File: config.mk
export PLATFORM = sky130hd
export DESIGN_NAME = serial_bit_stream_gen
export DESIGN_NICKNAME = d
export VERILOG_FILES = /design/src/rtl/serial_bit_stream_gen.sv
export SDC_FILE = /design/constraint.sdc
export NUM_CORES = 1
export LEC_CHECK = 0
export CORE_MARGIN = 5
export CORE_UTILIZATION = 43
export DETAILED_ROUTE_END_ITERATION = 8
export GPL_TIMING_DRIVEN = 0
export PLACE_DENSITY = 0.73
export SYNTH_ARGS = -nofsm -noshare
export SYNTH_HDL_FRONTEND = slang
export SYNTH_SLANG_ARGS = --single-unit
File: constraint.sdc
create_clock -name clk -period 1.45 [get_ports clk]
set_input_delay 0.29 -clock clk [delete_from_list [all_inputs] [get_ports clk]]
set_output_delay 0.29 -clock clk [all_outputs]
set_load 0.1 [all_outputs]
File: src/rtl/serial_bit_stream_gen.sv
`default_nettype none
// ============================================================================
// Module      : serial_bit_stream_gen
// Description : Parallel-to-serial word serialiser with valid/ready load,
//               hold/stall and a saturating completed-word counter.
// Revision    : 1.0 - initial release
// ============================================================================
module serial_bit_stream_gen #(
  parameter int WIDTH     = 8,
  parameter bit MSB_FIRST = 1'b1,
  parameter int CNT_W     = 8
) (
  input  logic             clk,
  input  logic             rst,
  input  logic             load_valid,
  output logic             load_ready,
  input  logic [WIDTH-1:0] load_data,
  input  logic             hold,
  output logic             x,
  output logic             x_valid,
  output logic             last,
  output logic             busy,
  output logic [CNT_W-1:0] words_sent
);

  localparam int              c_cnt_w    = $clog2(WIDTH);
  localparam logic [c_cnt_w-1:0] c_cnt_top = c_cnt_w'(WIDTH - 1);
  localparam logic [c_cnt_w-1:0] c_cnt_one = c_cnt_w'(1);
  localparam logic [CNT_W-1:0]   c_wrd_one = CNT_W'(1);

  localparam logic [0:0] c_st_idle  = 1'b0;
  localparam logic [0:0] c_st_shift = 1'b1;

  logic [0:0]         r_state, w_state_nxt;
  logic [WIDTH-1:0]   r_shreg, w_shreg_nxt;
  logic [c_cnt_w-1:0] r_cnt,   w_cnt_nxt;
  logic [CNT_W-1:0]   r_words, w_words_nxt;
  logic [WIDTH-1:0]   w_shifted;
  logic               w_head;

  // The head is the bit currently on x; shifting moves the next bit into it.
  generate
    if (MSB_FIRST) begin : g_msb_first
      assign w_head    = r_shreg[WIDTH-1];
      assign w_shifted = {r_shreg[WIDTH-2:0], 1'b0};
    end else begin : g_lsb_first
      assign w_head    = r_shreg[0];
      assign w_shifted = {1'b0, r_shreg[WIDTH-1:1]};
    end
  endgenerate

  always_ff @(posedge clk or negedge rst) begin
    if (!rst) begin
      r_state <= c_st_idle;
      r_shreg <= '0;
      r_cnt   <= '0;
      r_words <= '0;
    end else begin
      r_state <= w_state_nxt;
      r_shreg <= w_shreg_nxt;
      r_cnt   <= w_cnt_nxt;
      r_words <= w_words_nxt;
    end
  end

  always_comb begin
    w_state_nxt = r_state;
    w_shreg_nxt = r_shreg;
    w_cnt_nxt   = r_cnt;
    w_words_nxt = r_words;
    case (r_state)
      c_st_idle: begin
        if (load_valid) begin
          w_shreg_nxt = load_data;
          w_cnt_nxt   = c_cnt_top;
          w_state_nxt = c_st_shift;
        end
      end
      c_st_shift: begin
        if (!hold) begin
          if (r_cnt != '0) begin
            w_shreg_nxt = w_shifted;
            w_cnt_nxt   = r_cnt - c_cnt_one;
          end else begin
            if (r_words != '1) begin
              w_words_nxt = r_words + c_wrd_one;
            end
            // Reload on the final bit keeps the stream gap-free.
            if (load_valid) begin
              w_shreg_nxt = load_data;
              w_cnt_nxt   = c_cnt_top;
            end else begin
              w_shreg_nxt = '0;
              w_state_nxt = c_st_idle;
            end
          end
        end
      end
      default: begin
        w_state_nxt = c_st_idle;
      end
    endcase
  end

  always_comb begin
    busy       = (r_state == c_st_shift);
    x          = busy & w_head;
    x_valid    = busy & ~hold;
    last       = busy & (r_cnt == '0) & ~hold;
    load_ready = rst & (busy ? last : 1'b1);
    words_sent = r_words;
  end

endmodule
`default_nettype wire

==> results.toml, run 1 <==
[cells_and_area]
fin_util_pct = 75.6
register_area_um2 = 519
area_growth_pct = 66.8
antennaDiodeCount = 0
fin_nets = 158
drive_gt1_share_pct = 53.5
multi_input_area_um2 = 609
final.fill_count = 151

[floorplan]
die_h_um = 58.3
core_um2 = 2210
initial_core_util_pct = 45.3
dieWidth_um = 58.3
dieArea_um2 = 3400
ios = 25
row_count = 17

[sta]
fin_crit_ns = 1.76
fmax_mhz = 567
fin_crit_sh_pct = 122
worst_pin_slew_ns = 0.537
slew_viol_final = 0
fin_skew_ns = 0.00474
grt_setup_unrepaired = "true"
setup_violations = 21
relSlewSlack_pct = 64.2
fin_ws_ns = -0.312
hold_violations = 0
tns_ns = -2.31

[synthesis]
synth.avg_cell_area_um2 = 10.2
synthCells = 98
yosysSeqAreaShare_pct = 49.9
yosysWarnings = 0
post_synth_num_cell_types = 27
synthesis.nets = 113
netlist_area_um2 = 1000
yosys_register_bits = 20

[clock_network]
cts_max_path_buffers = 2
clkTransAtPathRegs_ns = 0.12
cts_made_buffers = 3
root_buffer = "clkbuf_4"
cts_num_sinks = 20
htreeDepth = 1
cts_tree = "yes"
ctsHoldBuffers = 0
clkLatencyLatePin_ns = 0.30

[power]
power.static_leakage_nw = 0.751
comb_power_share_pct = 53.4
switching_share_pct = 43.2
intPower_w = 0.00146
finalPower_w = 0.00257
power_frac_clock_pct = 12.8
p_sw_w = 0.00111
power.density_nw_per_um2 = 1540
peakVddDrop_mv = 1.43
seqPwrFrac_pct = 33.7

[critical_path]
crit_top_cell = "buf_12"
cp-startpoint = "r_cnt[0]$_DFFE_PN0P_"
critPathBufInv = 3
worst_path_largest_cell_delay_ns = 0.41
crit_family = "flip-flops"
cp.arrival_ns = 1.47
worst_setup_path_start_kind = "flip-flop"
crit_path_end_kind = "primary output"
crit_slowest_cell = "dfrtp_1"
path_max_fanout = 3
cp_data_required_time_ns = 1.16
rrSetupSlack_ns = -0.23
r2r_start = "r_cnt[0]$_DFFE_PN0P_"
path_cells = "inv_2 -> ha_4 -> and4bb_1 -> buf_12 -> buf_12"
worstSetupPathType = "reg2out"

[drt]
drtAntennaViolNets = 0
drt_iter0_markers = 9
wl_um = 2540
vias = 942
drt-vias-per-instance = 5.54
drt_first_pass_iters = 4
wire_per_inst_um = 14.9
drc_errors = 0

[hold_path]
hp-class = "in2async"

[placement]
io_buffers = 24
gp_congestion = 0.717
hpwl_um = 1480

[job]
drv_cap = 0

[status]
violations = "setup timing"
status = "complete, but fails checks"

[global_route]
grt_pass1_vias = 922
antenna_found_initial = 0
track_usage_pct = 14.8
globalRoute.totalOverflow = 0
grt_max_degree = 22
grt_pass1_wl_um = 3970
## stage by stage
stage	instance area, um2	hold slack (ns)	setup slack, ns	cells
after detailed placement	1330	0.490	-1.68	150
after global routing	1670	0.0848	-0.356	170
final	1670	0.0458	-0.312	170
after CTS	1540	0.0586	-0.305	165
after global placement	1330	0.482	-1.67	150
after floorplan	1060	-0.00559	-0.238	98
## logic make-up (layout without fill, tap and decap cells)
family,Yosys count,in the layout,synth area share (%)
AOI/OAI and AO/OA,29,29,18.9
xor gates and xnor gates,5,5,4.37
adders and majority gates,3,3,3.75
buffers and inverters,8,52,4.24
DFF,20,20,49.9
muxes,2,2,2.25
and+or+nand+nor,31,31,16.6
## cells in the mapped netlist
library cell	n	share of area, %
a32oi_1	1	0.87
a22oi_1	7	5.2
xnor2_1	3	2.6
clkbuf_2	1	0.50
o21ai_0	5	2.5
o21a_4	1	1.5
nand2b_4	1	1.4
a21oi_1	11	5.5
dfrtp_1	20	50
inv_1	5	1.9
mux2_2	1	1.1
nor2_1	10	3.7
xor2_1	2	1.7
and4bb_1	1	1.2
mux2_1	1	1.1
and2_2	2	1.5
a31oi_1	2	1.2
ha_1	3	3.7
buf_6	1	1.1
a21boi_2	1	1.1
buf_4	1	0.75
o21ai_2	1	0.87
nand4_1	3	1.9
and2_1	1	0.62
nand2_1	6	2.2
and3_1	4	2.5
nand3_1	3	1.5
## sequential cells by signal, indices dropped and copies added, names as in the netlist
name and flops:
r_cnt 3, r_shreg 8, busy 1, words_sent 8
## power by group through the flow
stage | Combinational, W | Clock (W) | Sequential, W
floorplan | 0.000567 | 0 | 0.00109
global placement | 0.00103 | 0 | 0.000850
detailed placement | 0.00105 | 0 | 0.000858
CTS | 0.00124 | 0.000339 | 0.000856
global route | 0.00146 | 0.000357 | 0.000888
finish | 0.00138 | 0.000330 | 0.000868
## metal layers
layer	global-route usage, %	part of all wire [%]	vias to the layer above
li1	-	-	438
met4	3.64	1.3	0
met5	0	0	-
met2	26.2	53	27
met1	18.3	40	473
met3	2.90	5.7	4
## area by class of cell
cell class	instances	area share, %
Inverter	5	1.27
Sequential cell	20	31.1
Timing Repair Buffer	41	25.1
Tap cell	28	2.10
Clock buffer	4	2.17
Multi-Input combinational cell	70	36.5
Buffer	2	1.87
## layout by cell type, fill, tap and decap left out, types with 2 or more instances in the layout
cell | netlist | final
nor2_1 | 10 | 8
nand2_1 | 6 | 4
a21oi_1 | 11 | 8
xor2_1 | 2 | 2
a21oi_2 | 0 | 3
o21ai_4 | 0 | 2
and3_1 | 4 | 4
dfrtp_2 | 0 | 6
buf_4 | 1 | 16
inv_2 | 0 | 2
xnor2_1 | 3 | 2
ha_4 | 0 | 2
o21ai_0 | 5 | 3
a31oi_1 | 2 | 2
buf_6 | 1 | 8
buf_12 | 0 | 5
and2_4 | 0 | 3
nor2_4 | 0 | 2
dfrtp_4 | 0 | 3
a22oi_2 | 0 | 6
dfrtp_1 | 20 | 11
clkdlybuf4s50_1 | 0 | 9
clkbuf_4 | 0 | 5
nand3_1 | 3 | 2
inv_1 | 5 | 2
nand4_1 | 3 | 3
## final timing paths
path | depth (start not counted) | endpoint
max in group asynchronous | 1 | busy$_DFF_PN0_
min in group clk | 3 | busy$_DFF_PN0_
worst max-delay path | 5 | last
worst max register to register | 7 | words_sent[1]$_DFFE_PN0P_
worst min-delay path | 1 | words_sent[1]$_DFFE_PN0P_
worst min register to register | 1 | words_sent[2]$_DFFE_PN0P_
## repair_timing
item	CTS	global route
resized for setup	112	23
setup endpoints to repair	29	24
pin swaps	8	18
buffers inserted	12	6
gates cloned	0	0
No activity file was read; power rests on OpenSTA's default activity.
==> inputs of run 2 (changes only) <==
CORE_MARGIN = 4   (was 5)
==> results.toml, run 2 (synthesis results as in run 1) <==
[floorplan]
dieWidth_um = 56.3
die_h_um = 56.3
initial_core_util_pct = 45.3
dieArea_um2 = 3170
row_count = 17
ios = 25
core_um2 = 2210

[cells_and_area]
fin_nets = 155
final.fill_count = 159
area_growth_pct = 64.3
final_common_cell = "buf_4"
antennaDiodeCount = 0
final_cell_area_um2 = 1650
layout_common_cells = "15 x buf_4, 11 x dfrtp_1, 9 x clkdlybuf4s50_1"
drive_gt1_share_pct = 53.2
stdcell_count = 167

[power]
power.density_nw_per_um2 = 1530
p_sw_w = 0.00112
power_frac_clock_pct = 11.1
seqPwrFrac_pct = 34.3
power.static_leakage_nw = 0.736
switching_share_pct = 44.2
peakVddDrop_mv = 1.05
comb_power_share_pct = 54.5
intPower_w = 0.00141

[sta]
fin_crit_ns = 1.77
fmax_mhz = 564
relSlewSlack_pct = 64.8
fin_skew_ns = 0.00236
slew_viol_final = 0
hold_violations = 0
fin_ws_ns = -0.322
setup_violations = 20
tns_ns = -2.95
worst_pin_slew_ns = 0.528
grt_setup_unrepaired = "true"
fin_crit_sh_pct = 122

[critical_path]
path_max_fanout = 3
crit_path_end_kind = "primary output"
worstSetupPathType = "reg2out"
r2r_start = "r_cnt[0]$_DFFE_PN0P_"
crit_top_cell = "buf_12"
crit_family = "flip-flops"
worst_path_largest_cell_delay_ns = 0.41
worst_setup_path_start_kind = "flip-flop"
critPathBufInv = 3
crit_slowest_cell = "dfrtp_1"
cp.arrival_ns = 1.48
path_cells = "inv_2 -> ha_4 -> and4bb_1 -> buf_12 -> buf_12"
cp-startpoint = "r_cnt[0]$_DFFE_PN0P_"
cp_data_required_time_ns = 1.16

[clock_network]
clkTransAtPathRegs_ns = 0.11
clkLatencyLatePin_ns = 0.30
htreeDepth = 1
cts_num_sinks = 20
cts_max_path_buffers = 2
root_buffer = "clkbuf_4"
cts_tree = "yes"
cts_made_buffers = 3

[drt]
drt_first_pass_iters = 4
wire_per_inst_um = 15.0
drc_errors = 0
drt_iter0_markers = 17
wl_um = 2510
drtAntennaViolNets = 0
vias = 926
drt-vias-per-instance = 5.54

[global_route]
track_usage_pct = 16.7
grt_pass1_wl_um = 4200
globalRoute.totalOverflow = 0
grt_max_degree = 22
grt_pass1_vias = 965
antenna_found_initial = 0

[status]
status = "complete, but fails checks"
violations = "setup timing"

[placement]
io_buffers = 24
dp.cells = 150
hpwl_um = 1560
gp_congestion = 0.683
placed_cell_area_um2 = 1330

[hold_path]
hp-class = "in2async"

[job]
drv_cap = 0
==> run 2: area by class of cell <==
cell class / instances / area, um2 / area share [%]
Clock buffer: 4 / 26.3 / 1.60
Sequential cell: 20 / 519 / 31.5
Inverter: 5 / 21.3 / 1.29
Buffer: 2 / 27.5 / 1.67
Timing Repair Buffer: 38 / 402 / 24.4
Multi-Input combinational cell: 70 / 616 / 37.4
Tap cell: 28 / 35.0 / 2.13
==> run 2: worst paths after layout <==
check | endpoint | slack [ns] | depth (start not counted)
worst max-delay path | last | -0.32 | 5
worst min-delay path | words_sent[6]$_DFFE_PN0P_ | 0.04 | 1
worst max register to register | words_sent[1]$_DFFE_PN0P_ | -0.24 | 7
worst min register to register | words_sent[6]$_DFFE_PN0P_ | 0.49 | 1
max in group asynchronous | words_sent[0]$_DFFE_PN0P_ | 1.02 | 1
min in group clk | words_sent[6]$_DFFE_PN0P_ | 0.49 | 1
==> run 2: stage by stage <==
| step | power (W) | utilization [%] | setup WS (ns) | hold WS, ns |
|---|---|---|---|---|
| after global placement | 0.00188 | 60.3 | -1.67 | 0.482 |
| after global routing | 0.00266 | 74.4 | -0.376 | 0.0680 |
| after CTS | 0.00240 | 68.3 | -0.310 | 0.0529 |
| after floorplan | 0.00166 | - | -0.238 | -0.00559 |
| final | 0.00253 | 74.4 | -0.322 | 0.0358 |
| after detailed placement | 0.00193 | 60.3 | -1.67 | 0.487 |
==> run 2: power by group through the flow <==
stage,registers [W],logic [W],clock network (W)
after floorplan,0.00109,0.000567,0
after global placement,0.000850,0.00103,0
after detailed placement,0.000859,0.00107,0
after CTS,0.000855,0.00125,0.000289
after global routing,0.000891,0.00145,0.000321
final,0.000868,0.00138,0.000281
==> run 2: metal layers <==
metal  GRT usage [%]  wire length (um)  vias to the layer above
li1                -                 -                      431
met1            18.8              1020                      457
met2            29.2              1270                       31
met3            4.14               171                        7
met4            7.80                47                        0
met5               0                 0                        -
==> run 2: what timing repair did <==
item,CTS,global route
gates resized for setup,109,27
setup buffers,11,3
pin swaps,6,20
hold buffers,0,0
setup endpoints to repair,30,21
==> inputs of run 3 (changes only) <==
CELL_PAD_IN_SITES_DETAIL_PLACEMENT = 0   (was unset)
CELL_PAD_IN_SITES_GLOBAL_PLACEMENT = 1   (was unset)
CORE_UTILIZATION = 33   (was 43)
==> results.toml, run 3 (synthesis results as in run 1) <==
[clock_network]
cts_max_path_buffers = 2
clkTransAtPathRegs_ns = 0.13
root_buffer = "clkbuf_4"
htreeDepth = 1
clkLatencyLatePin_ns = 0.31
cts_num_sinks = 20
ctsHoldBuffers = 0
cts_tree = "yes"
cts_made_buffers = 3

[global_route]
antenna_found_initial = 0
globalRoute.totalOverflow = 0
grt_pass1_vias = 937
track_usage_pct = 12.9
grt_max_degree = 22
grt_pass1_wl_um = 4220

[sta]
fmax_mhz = 568
grt_setup_unrepaired = "true"
fin_ws_ns = -0.312
whs_ns = 0.0437
hold_violations = 0
setup_violations = 17
tns_ns = -2.42
fin_crit_sh_pct = 122
worst_pin_slew_ns = 0.561
fin_skew_ns = 0.00975
fin_crit_ns = 1.76
relSlewSlack_pct = 62.6
slew_viol_final = 0

[floorplan]
ios = 25
core_um2 = 2830
die_h_um = 63.1
row_count = 19
initial_core_util_pct = 35.4
dieArea_um2 = 3980
dieWidth_um = 63.1

[drt]
drt-vias-per-instance = 5.12
drt_first_pass_iters = 4
wire_per_inst_um = 14.0
drtAntennaViolNets = 0
drc_errors = 0
vias = 881
wl_um = 2410
drt_iter0_markers = 67

[power]
power_frac_clock_pct = 17.4
seqPwrFrac_pct = 31.9
p_sw_w = 0.00110
comb_power_share_pct = 50.7
power.static_leakage_nw = 0.733
finalPower_w = 0.00269
peakVddDrop_mv = 0.859
switching_share_pct = 40.9
intPower_w = 0.00159
power.density_nw_per_um2 = 1610

[placement]
post-place-ws_ns = -1.70
io_buffers = 24
gp_congestion = 0.801
hpwl_um = 1530

[job]
drv_cap = 0

[cells_and_area]
multi_input_area_um2 = 594
area_growth_pct = 66.3
register_area_um2 = 519
drive_gt1_share_pct = 51.8
fin_nets = 157
final_common_cell = "buf_4"
final.fill_count = 236
antennaDiodeCount = 0
layout_common_cells = "17 x buf_4, 11 x dfrtp_1, 9 x a21oi_1, 9 x clkdlybuf4s50_1, 8 x nor2_1"

[status]
violations = "setup timing"
status = "complete, but fails checks"

[critical_path]
crit_path_end_kind = "primary output"
cp.arrival_ns = 1.47
cp_data_required_time_ns = 1.16
worst_setup_path_start_kind = "flip-flop"
path_max_fanout = 4
worstSetupPathType = "reg2out"

[hold_path]
hp-class = "in2async"
[run 3: changes by cell type in the layout (fill, tap and decap cells not counted), sizes merged]
cell	delta
buf	+2
bufinv	+1
clkbuf	-1
[run 3: area by class of cell]
cell class	count	share of cell area [%]
buffer	2	1.65
inverter	5	1.28
clock buffer	3	1.35
sequential	20	31.2
timing repair buffer	40	24.8
multi-input combinational	70	35.7
clock inverter	1	1.80
tap	31	2.33
[run 3: path summary, 6_finish.rpt]
kind	startpoint	endpoint	slack, ns	depth (start not counted)
worst min register to register	words_sent[6]$_DFFE_PN0P_	words_sent[6]$_DFFE_PN0P_	0.50	1
max in group asynchronous	rst	busy$_DFF_PN0_	0.98	1
worst max-delay path	r_cnt[0]$_DFFE_PN0P_	last	-0.31	5
min in group clk	words_sent[6]$_DFFE_PN0P_	words_sent[6]$_DFFE_PN0P_	0.50	1
worst min-delay path	rst	words_sent[1]$_DFFE_PN0P_	0.04	1
worst max register to register	r_cnt[0]$_DFFE_PN0P_	words_sent[7]$_DFFE_PN0P_	-0.27	8
[run 3: critical path, cell delays in order (launching register included)]
cell,delay [ns]
dfrtp_1,0.40
inv_2,0.08
ha_4,0.15
and4bb_1,0.25
buf_12,0.13
buf_12,0.16
[run 3: per-stage QoR]
step	cell area, um2	instances	util, %
final	1670	172	58.9
after global routing	1670	172	58.9
after CTS	1510	166	53.5
after detailed placement	1340	153	47.3
after global placement	1340	153	47.3
after floorplan	1060	98	-
[run 3: metal layers]
layer	track usage, %	share of wire (%)
met5	0	0
met4	4.13	0.71
met3	2.49	4.6
met2	21.2	48
met1	16.9	47
[run 3: what timing repair did]
action                                 4_1_cts  5_1_grt
pin swaps                                    5       20
setup buffers                               10        6
resized for setup                          104       27
cloned                                       0        0
endpoints found under the hold margin        0        0
setup endpoints to repair                   29       22
[run 3: power by group through the flow]
stage                     Sequential (W)  Clock [W]  Combinational (W)
after detailed placement        0.000855          0            0.00106
after CTS                       0.000850   0.000473            0.00123
final                           0.000858   0.000467            0.00136
after global routing            0.000885   0.000495            0.00146
after floorplan                  0.00109          0           0.000567
after global placement          0.000851          0            0.00104
